File: config.mk
export PLATFORM = sky130hd
export DESIGN_NAME = rwt_dac_stream_source
export DESIGN_NICKNAME = d
export VERILOG_FILES = /design/src/rtl/rwt_dac_stream_source.sv
export SDC_FILE = /design/constraint.sdc
export NUM_CORES = 1
export LEC_CHECK = 0
export BUFFER_PORTS_ARGS = -buffer_cell sky130_fd_sc_hd__buf_2
export CAP_MARGIN = 20
export CORE_UTILIZATION = 25
export DETAILED_ROUTE_END_ITERATION = 10
export PLACE_DENSITY_LB_ADDON = 0.3
export SETUP_SLACK_MARGIN = 0.4
export SLEW_MARGIN = 20
export SYNTH_ARGS = -nofsm -noshare
export SYNTH_HDL_FRONTEND = slang
export SYNTH_SLANG_ARGS = --single-unit
File: constraint.sdc
create_clock -name clk -period 10.49 [get_ports clk]
set_clock_uncertainty 0.1 [all_clocks]
set_input_delay 2.098 -clock clk [delete_from_list [all_inputs] [get_ports clk]]
set_output_delay 2.098 -clock clk [all_outputs]
set_load 0.01 [all_outputs]
File: src/rtl/rwt_dac_stream_source.sv
// AXI-Stream to per-channel DAC sample source: FIFO-buffered, primed, unpacks words onto enabled lanes.
// Optional RWT_DAC_SRC_HOLD_LAST_EN: on underflow dac_data holds its last value instead of going to 0.
module rwt_dac_stream_source #(
   parameter int MAX_CHANNELS = 4,
   parameter int FIFO_DEPTH   = 16,
   parameter int PRIME_LEVEL  = 4
) (
   input  logic                       clk,
   input  logic                       rstn,
   input  logic [MAX_CHANNELS-1:0]    dac_enable,
   input  logic [MAX_CHANNELS-1:0]    dac_valid,
   output logic [MAX_CHANNELS*16-1:0] dac_data,
   input  logic [MAX_CHANNELS*16-1:0] s_axis_tdata,
   input  logic                       s_axis_tvalid,
   output logic                       s_axis_tready,
   input  logic                       clr_underflow,
   output logic                       underflow,
   output logic [31:0]                underflow_count,
   output logic                       running
);
   localparam int DW = MAX_CHANNELS * 16;
   localparam int AW = $clog2(FIFO_DEPTH);
   localparam int CW = AW + 1;

   typedef enum logic [1:0] {IDLE, PRIME, RUN} state_t;

   state_t                  state;
   logic [MAX_CHANNELS-1:0] mask;
   logic [DW-1:0]           mem [FIFO_DEPTH];
   logic [AW-1:0]           wr_ptr;
   logic [AW-1:0]           rd_ptr;
   logic [CW-1:0]           level;
   logic                    full;
   logic                    empty;
   logic                    enabled;
   logic                    strobe;
   logic                    flush;
   logic                    push;
   logic                    pop;
   logic                    uf_event;

   assign full          = (level == CW'(FIFO_DEPTH));
   assign empty         = (level == '0);
   assign enabled       = |dac_enable;
   assign strobe        = |(dac_valid & mask);
   assign s_axis_tready = (state != IDLE) && !full;
   assign flush         = (state == IDLE) || !enabled;
   assign push          = s_axis_tvalid && s_axis_tready && !flush;
   assign pop           = (state == RUN) && enabled && strobe && !empty;
   assign uf_event      = (state == RUN) && enabled && strobe && empty;
   assign running       = (state == RUN);

   // Lane j of the word lands on the channel holding the j-th set mask bit.
   function automatic logic [DW-1:0] unpack(input logic [DW-1:0] word,
                                            input logic [MAX_CHANNELS-1:0] m);
      logic [DW-1:0] res;
      int            lane;
      res  = '0;
      lane = 0;
      for (int i = 0; i < MAX_CHANNELS; i++) begin
         if (m[i]) begin
            res[16*i +: 16] = word[16*lane +: 16];
            lane++;
         end
      end
      return res;
   endfunction

   always_ff @(posedge clk) begin
      if (push) begin
         mem[wr_ptr] <= s_axis_tdata;
      end
   end

   always_ff @(posedge clk or negedge rstn) begin
      if (!rstn) begin
         wr_ptr <= '0;
         rd_ptr <= '0;
         level  <= '0;
      end else if (flush) begin
         wr_ptr <= '0;
         rd_ptr <= '0;
         level  <= '0;
      end else begin
         if (push) wr_ptr <= wr_ptr + AW'(1);
         if (pop)  rd_ptr <= rd_ptr + AW'(1);
         case ({push, pop})
            2'b10:   level <= level + CW'(1);
            2'b01:   level <= level - CW'(1);
            default: level <= level;
         endcase
      end
   end

   always_ff @(posedge clk or negedge rstn) begin
      if (!rstn) begin
         state    <= IDLE;
         mask     <= '0;
         dac_data <= '0;
      end else begin
         case (state)
            IDLE: begin
               dac_data <= '0;
               if (enabled) begin
                  mask  <= dac_enable;
                  state <= PRIME;
               end
            end
            PRIME: begin
               dac_data <= '0;
               if (!enabled) begin
                  state <= IDLE;
               end else if (level >= CW'(PRIME_LEVEL)) begin
                  state <= RUN;
               end
            end
            RUN: begin
               if (!enabled) begin
                  state    <= IDLE;
                  dac_data <= '0;
               end else if (pop) begin
                  dac_data <= unpack(mem[rd_ptr], mask);
               end else if (uf_event) begin
`ifdef RWT_DAC_SRC_HOLD_LAST_EN
                  dac_data <= dac_data;
`else
                  dac_data <= '0;
`endif
               end
            end
            default: begin
               state    <= IDLE;
               dac_data <= '0;
            end
         endcase
      end
   end

   // A clear coinciding with an underflow leaves that one event recorded.
   always_ff @(posedge clk or negedge rstn) begin
      if (!rstn) begin
         underflow       <= 1'b0;
         underflow_count <= '0;
      end else if (clr_underflow) begin
         underflow       <= uf_event;
         underflow_count <= uf_event ? 32'd1 : 32'd0;
      end else if (uf_event) begin
         underflow <= 1'b1;
         if (underflow_count != '1) begin
            underflow_count <= underflow_count + 32'd1;
         end
      end
   end
endmodule

==> summary.md <==
| Metric | Value |
|---|---|
| # hold bufs at CTS | 0 |
| Number of synthesized flops with an enable pin | 1024 |
| Unrepaired setup endpoints after global routing | false |
| Initial DRC count | 1878 |
| Routed WL per cell | 25.8 um |
| Hold_sp | dac_data[21] |
| Synth top area share | 0.673 |
| Worst EP required | 10.72 ns |
| Remaining DRCs | 0 |
| Worst slew pin tran | 1.17 ns |
| TNS Setup | 0 ns |
| Max-Cap Viols | 0 |
| Yosys warns | 0 |
| Average size of a mapped cell | 18.7 sq um |
| Post-DRT Antenna Nets | 0 |
| Status | finished, final reports clean |
| Synth area leader | edfxtp_1 |
| Synth Cell Area | 0.0457 sq mm |
| Multi-input logic area | 0.0113 sq mm |
| Hold Crit Class | register to register |
| Drt pass-1 iters | 5 |
| Max IR drop VDD | 146 uV |
| Clock sink count | 1140 |
| Cells on worst reg2reg path | 8 |
| Yosys reg bits | 1140 |
| Die Ht | 429 um |
| Max clock buf depth | 3 |
| Clock Root Buffer | clkbuf_16 |
| PnR Total Power | 11900 uW |
| Worst R2R Setup Slack | 6.13 ns |
| FILL cells | 17900 |
| Endpoints failing setup | 0 |
| Global-route wire length before repair | 188000 um |
| Post-route cell area | 0.0532 sq mm |
| GR Layer Usage met3 | 0.0258 |
| Leakage | 0.0169 uW |
| Number of global-route vias before repair | 24500 |
| CTS H-tree depth | 3 |
| Maximum clock rate | 225 MHz |
| Reg-to-reg critical path endpoint | dac_data[42] |
| Fin. Hold Viols | 0 |
| Worst EP arrival | 4.69 ns |
| Die area | 0.184 sq mm |
| Share of cells above drive strength 1 | 0.242 |
| Synth unique cells | 75 |
| Largest cells by area after synthesis | edfxtp_1 67%, mux4_2 10%, dfrtp_1 6.4% |
| Via count | 24000 |
| Placer Congestion | 0.813 |
| Port-buffer cells | 174 |
| CTS tree | yes |
| Initial antenna violation count | 20 |
| CP peak stage delay | 0.87 ns |
| Period utilization | 0.424 |
| Dpl cell area | 0.0493 sq mm |
| CP max FO | 45 |
| Max-slew headroom | 0.217 |
| Placement row count | 156 |
| Grt met2 use | 0.245 |
| Post-CTS resize count | 0 |
| Most common flop cell mapped by yosys | edfxtp_1 |
| Async SR Flop Fraction | 0.102 |
| Post-CTS Setup Bufs | 0 |
| Most Used Layer, Global Route | met2 |
| Slew Viols, Final | 0 |
| Critical Path Start Type | input pin |
| Num CTS Buffers | 121 |
| Worst Hold Path EP | dac_data[21] |
| Initial Util | 0.252 |
| GR Overflow Total | 0 |
| Syn_nets | 2531 |
| Util after Layout | 0.294 |
| Hold path depth | 2 |
| Die width | 429 um |
| Final #Nets | 2744 |
| Gr usage total | 0.142 |
| Core Region | 0.181 sq mm |
| Post-synthesis sequential area ratio | 0.737 |
| Post-Route WL | 133000 um |
| HPWL after DPL | 84100 um |
| Cell chain of the critical path | buf_2 > nor4_4 > a211o_1 > nor2_1 > nand2_1 > nor2_4 > buf_4 |
| Area Overhead vs Synth | 16.4% |
| Critical path capture point type | register |
| Clk pin slew, worst setup/hold paths | 0.06 ns |
| Cells after synthesis | 2445 |
| Slowest CP cell | buf_4 |
| Power Dens Cells | 224 mW/mm^2 |
| Grt met1 use | 0.174 |
| CP Class | input pin to register |
| Worst skew pair latency | 0.76 ns |
| I/O pin cnt | 175 |
| Largest net degree at the start of global routing | 110 |
| Fin crit period | 4.45 ns |
| Critical R2R Launch | rd_ptr[1] |
| Layout Cells excl Fill | 5135 |
| Register area | 0.0337 sq mm |
| Dpl cells | 4904 |
| Vias per Instance | 4.68 |
## cell usage in the layout, fill, tap and decap left out, types with 6 or more instances in the layout
| master | instances |
|---|---|
| a211o_1 | 6 |
| ha_1 | 10 |
| mux2i_1 | 153 |
| xnor2_1 | 10 |
| clkbuf_16 | 122 |
| mux2_2 | 30 |
| a221o_1 | 7 |
| clkbuf_1 | 42 |
| clkinv_1 | 16 |
| o22ai_1 | 35 |
| o31ai_1 | 12 |
| or3_1 | 14 |
| nand4_1 | 12 |
| a22oi_1 | 79 |
| dfrtp_1 | 112 |
| o211ai_1 | 20 |
| nand2b_1 | 11 |
| nor2_1 | 64 |
| buf_4 | 43 |
| nand2_1 | 125 |
| a21oi_1 | 65 |
| clkinv_2 | 16 |
| and2_1 | 9 |
| clkbuf_8 | 14 |
| a221oi_1 | 18 |
| or2_2 | 7 |
| a22o_1 | 24 |
| nor3_1 | 21 |
| inv_1 | 20 |
| o21ai_0 | 52 |
| xor2_1 | 8 |
| buf_2 | 173 |
| mux4_2 | 206 |
| and2_4 | 8 |
| and3_1 | 9 |
| edfxtp_1 | 1024 |
| nor2b_1 | 14 |
| nand3_1 | 37 |
## synth_stat cells (16+ instances only)
cell type     n
mux2i_1     155
mux2_2       30
nand3_1      37
clkbuf_1     53
edfxtp_1   1024
o21ai_0      53
inv_1        20
dfrtp_1     116
a22o_1       24
a22oi_1      79
buf_2        32
nor3_1       21
o211ai_1     20
and2_1       17
nor2_1       68
a221oi_1     18
buf_4        21
buf_6        16
o22ai_1      35
mux4_2      206
nand2_1     125
a21oi_1      65
## metal layers
metal / vias to the layer above / part of all wire
li1: 10500 / -
met1: 12600 / 0.41
met2: 657 / 0.51
met3: 252 / 0.045
met4: 16 / 0.043
met5: - / 0.00081
## metrics by stage
| step | hold slack [ns] | setup WS, ns |
|---|---|---|
| after floorplan | 0.378 | 0.585 |
| after global placement | 0.364 | 5.26 |
| after detailed placement | 0.369 | 5.23 |
| after CTS | 0.382 | 5.98 |
| after global routing | 0.424 | 5.79 |
| final | 0.378 | 6.04 |
## worst max-delay path, delay by kind of cell
| kind | cells | cell delay (ns) |
|---|---|---|
| AO/OA/AOI/OAI | 1 | 0.41 |
| buffers and inverters | 2 | 0.99 |
| AND/OR/NAND/NOR | 4 | 1.07 |
## power breakdown
group | switching, uW | total, uW | internal, uW
sequential | 157 | 5340 | 5190
combinational | 1620 | 2410 | 787
clock | 1820 | 4170 | 2350
total | 3600 | 11900 | 8330
## worst max-delay path by stage
stage	startpoint	end	cells past startpoint
detailed placement	dac_enable[2]	mem[10][32]	7
floorplan	s_axis_tvalid	mem[3][0]	3
CTS	rd_ptr[1]	dac_data[21]	7
global placement	dac_enable[2]	mem[10][32]	7
global route	rd_ptr[1]	dac_data[42]	8
finish	dac_enable[2]	mem[8][35]	7
## cell type report
cell class,instances,share of cell area
Antenna cell,2,0.0000941
Multi-Input combinational cell,1154,0.213
Tap cell,2370,0.0558
Timing Repair Buffer,221,0.0242
Inverter,20,0.00141
Clock buffer,178,0.0640
Clock inverter,50,0.00859
Sequential cell,1140,0.633
## cell families after synthesis
group	Yosys count	synth area share
compound gates	360	0.0547
simple gates	374	0.0414
fa+ha+maj	10	0.00274
mux	392	0.143
buf+inv	151	0.0176
flops	1140	0.737
xor+xnor	18	0.00345
## sequential cells by signal (all words and copies together) (netlist names)
register / count
level: 5
mem: 1024
mask: 4
rd_ptr: 4
dac_data: 64
underflow: 1
wr_ptr: 4
state: 2
underflow_count: 32
Power figures use the tool's default switching activity.
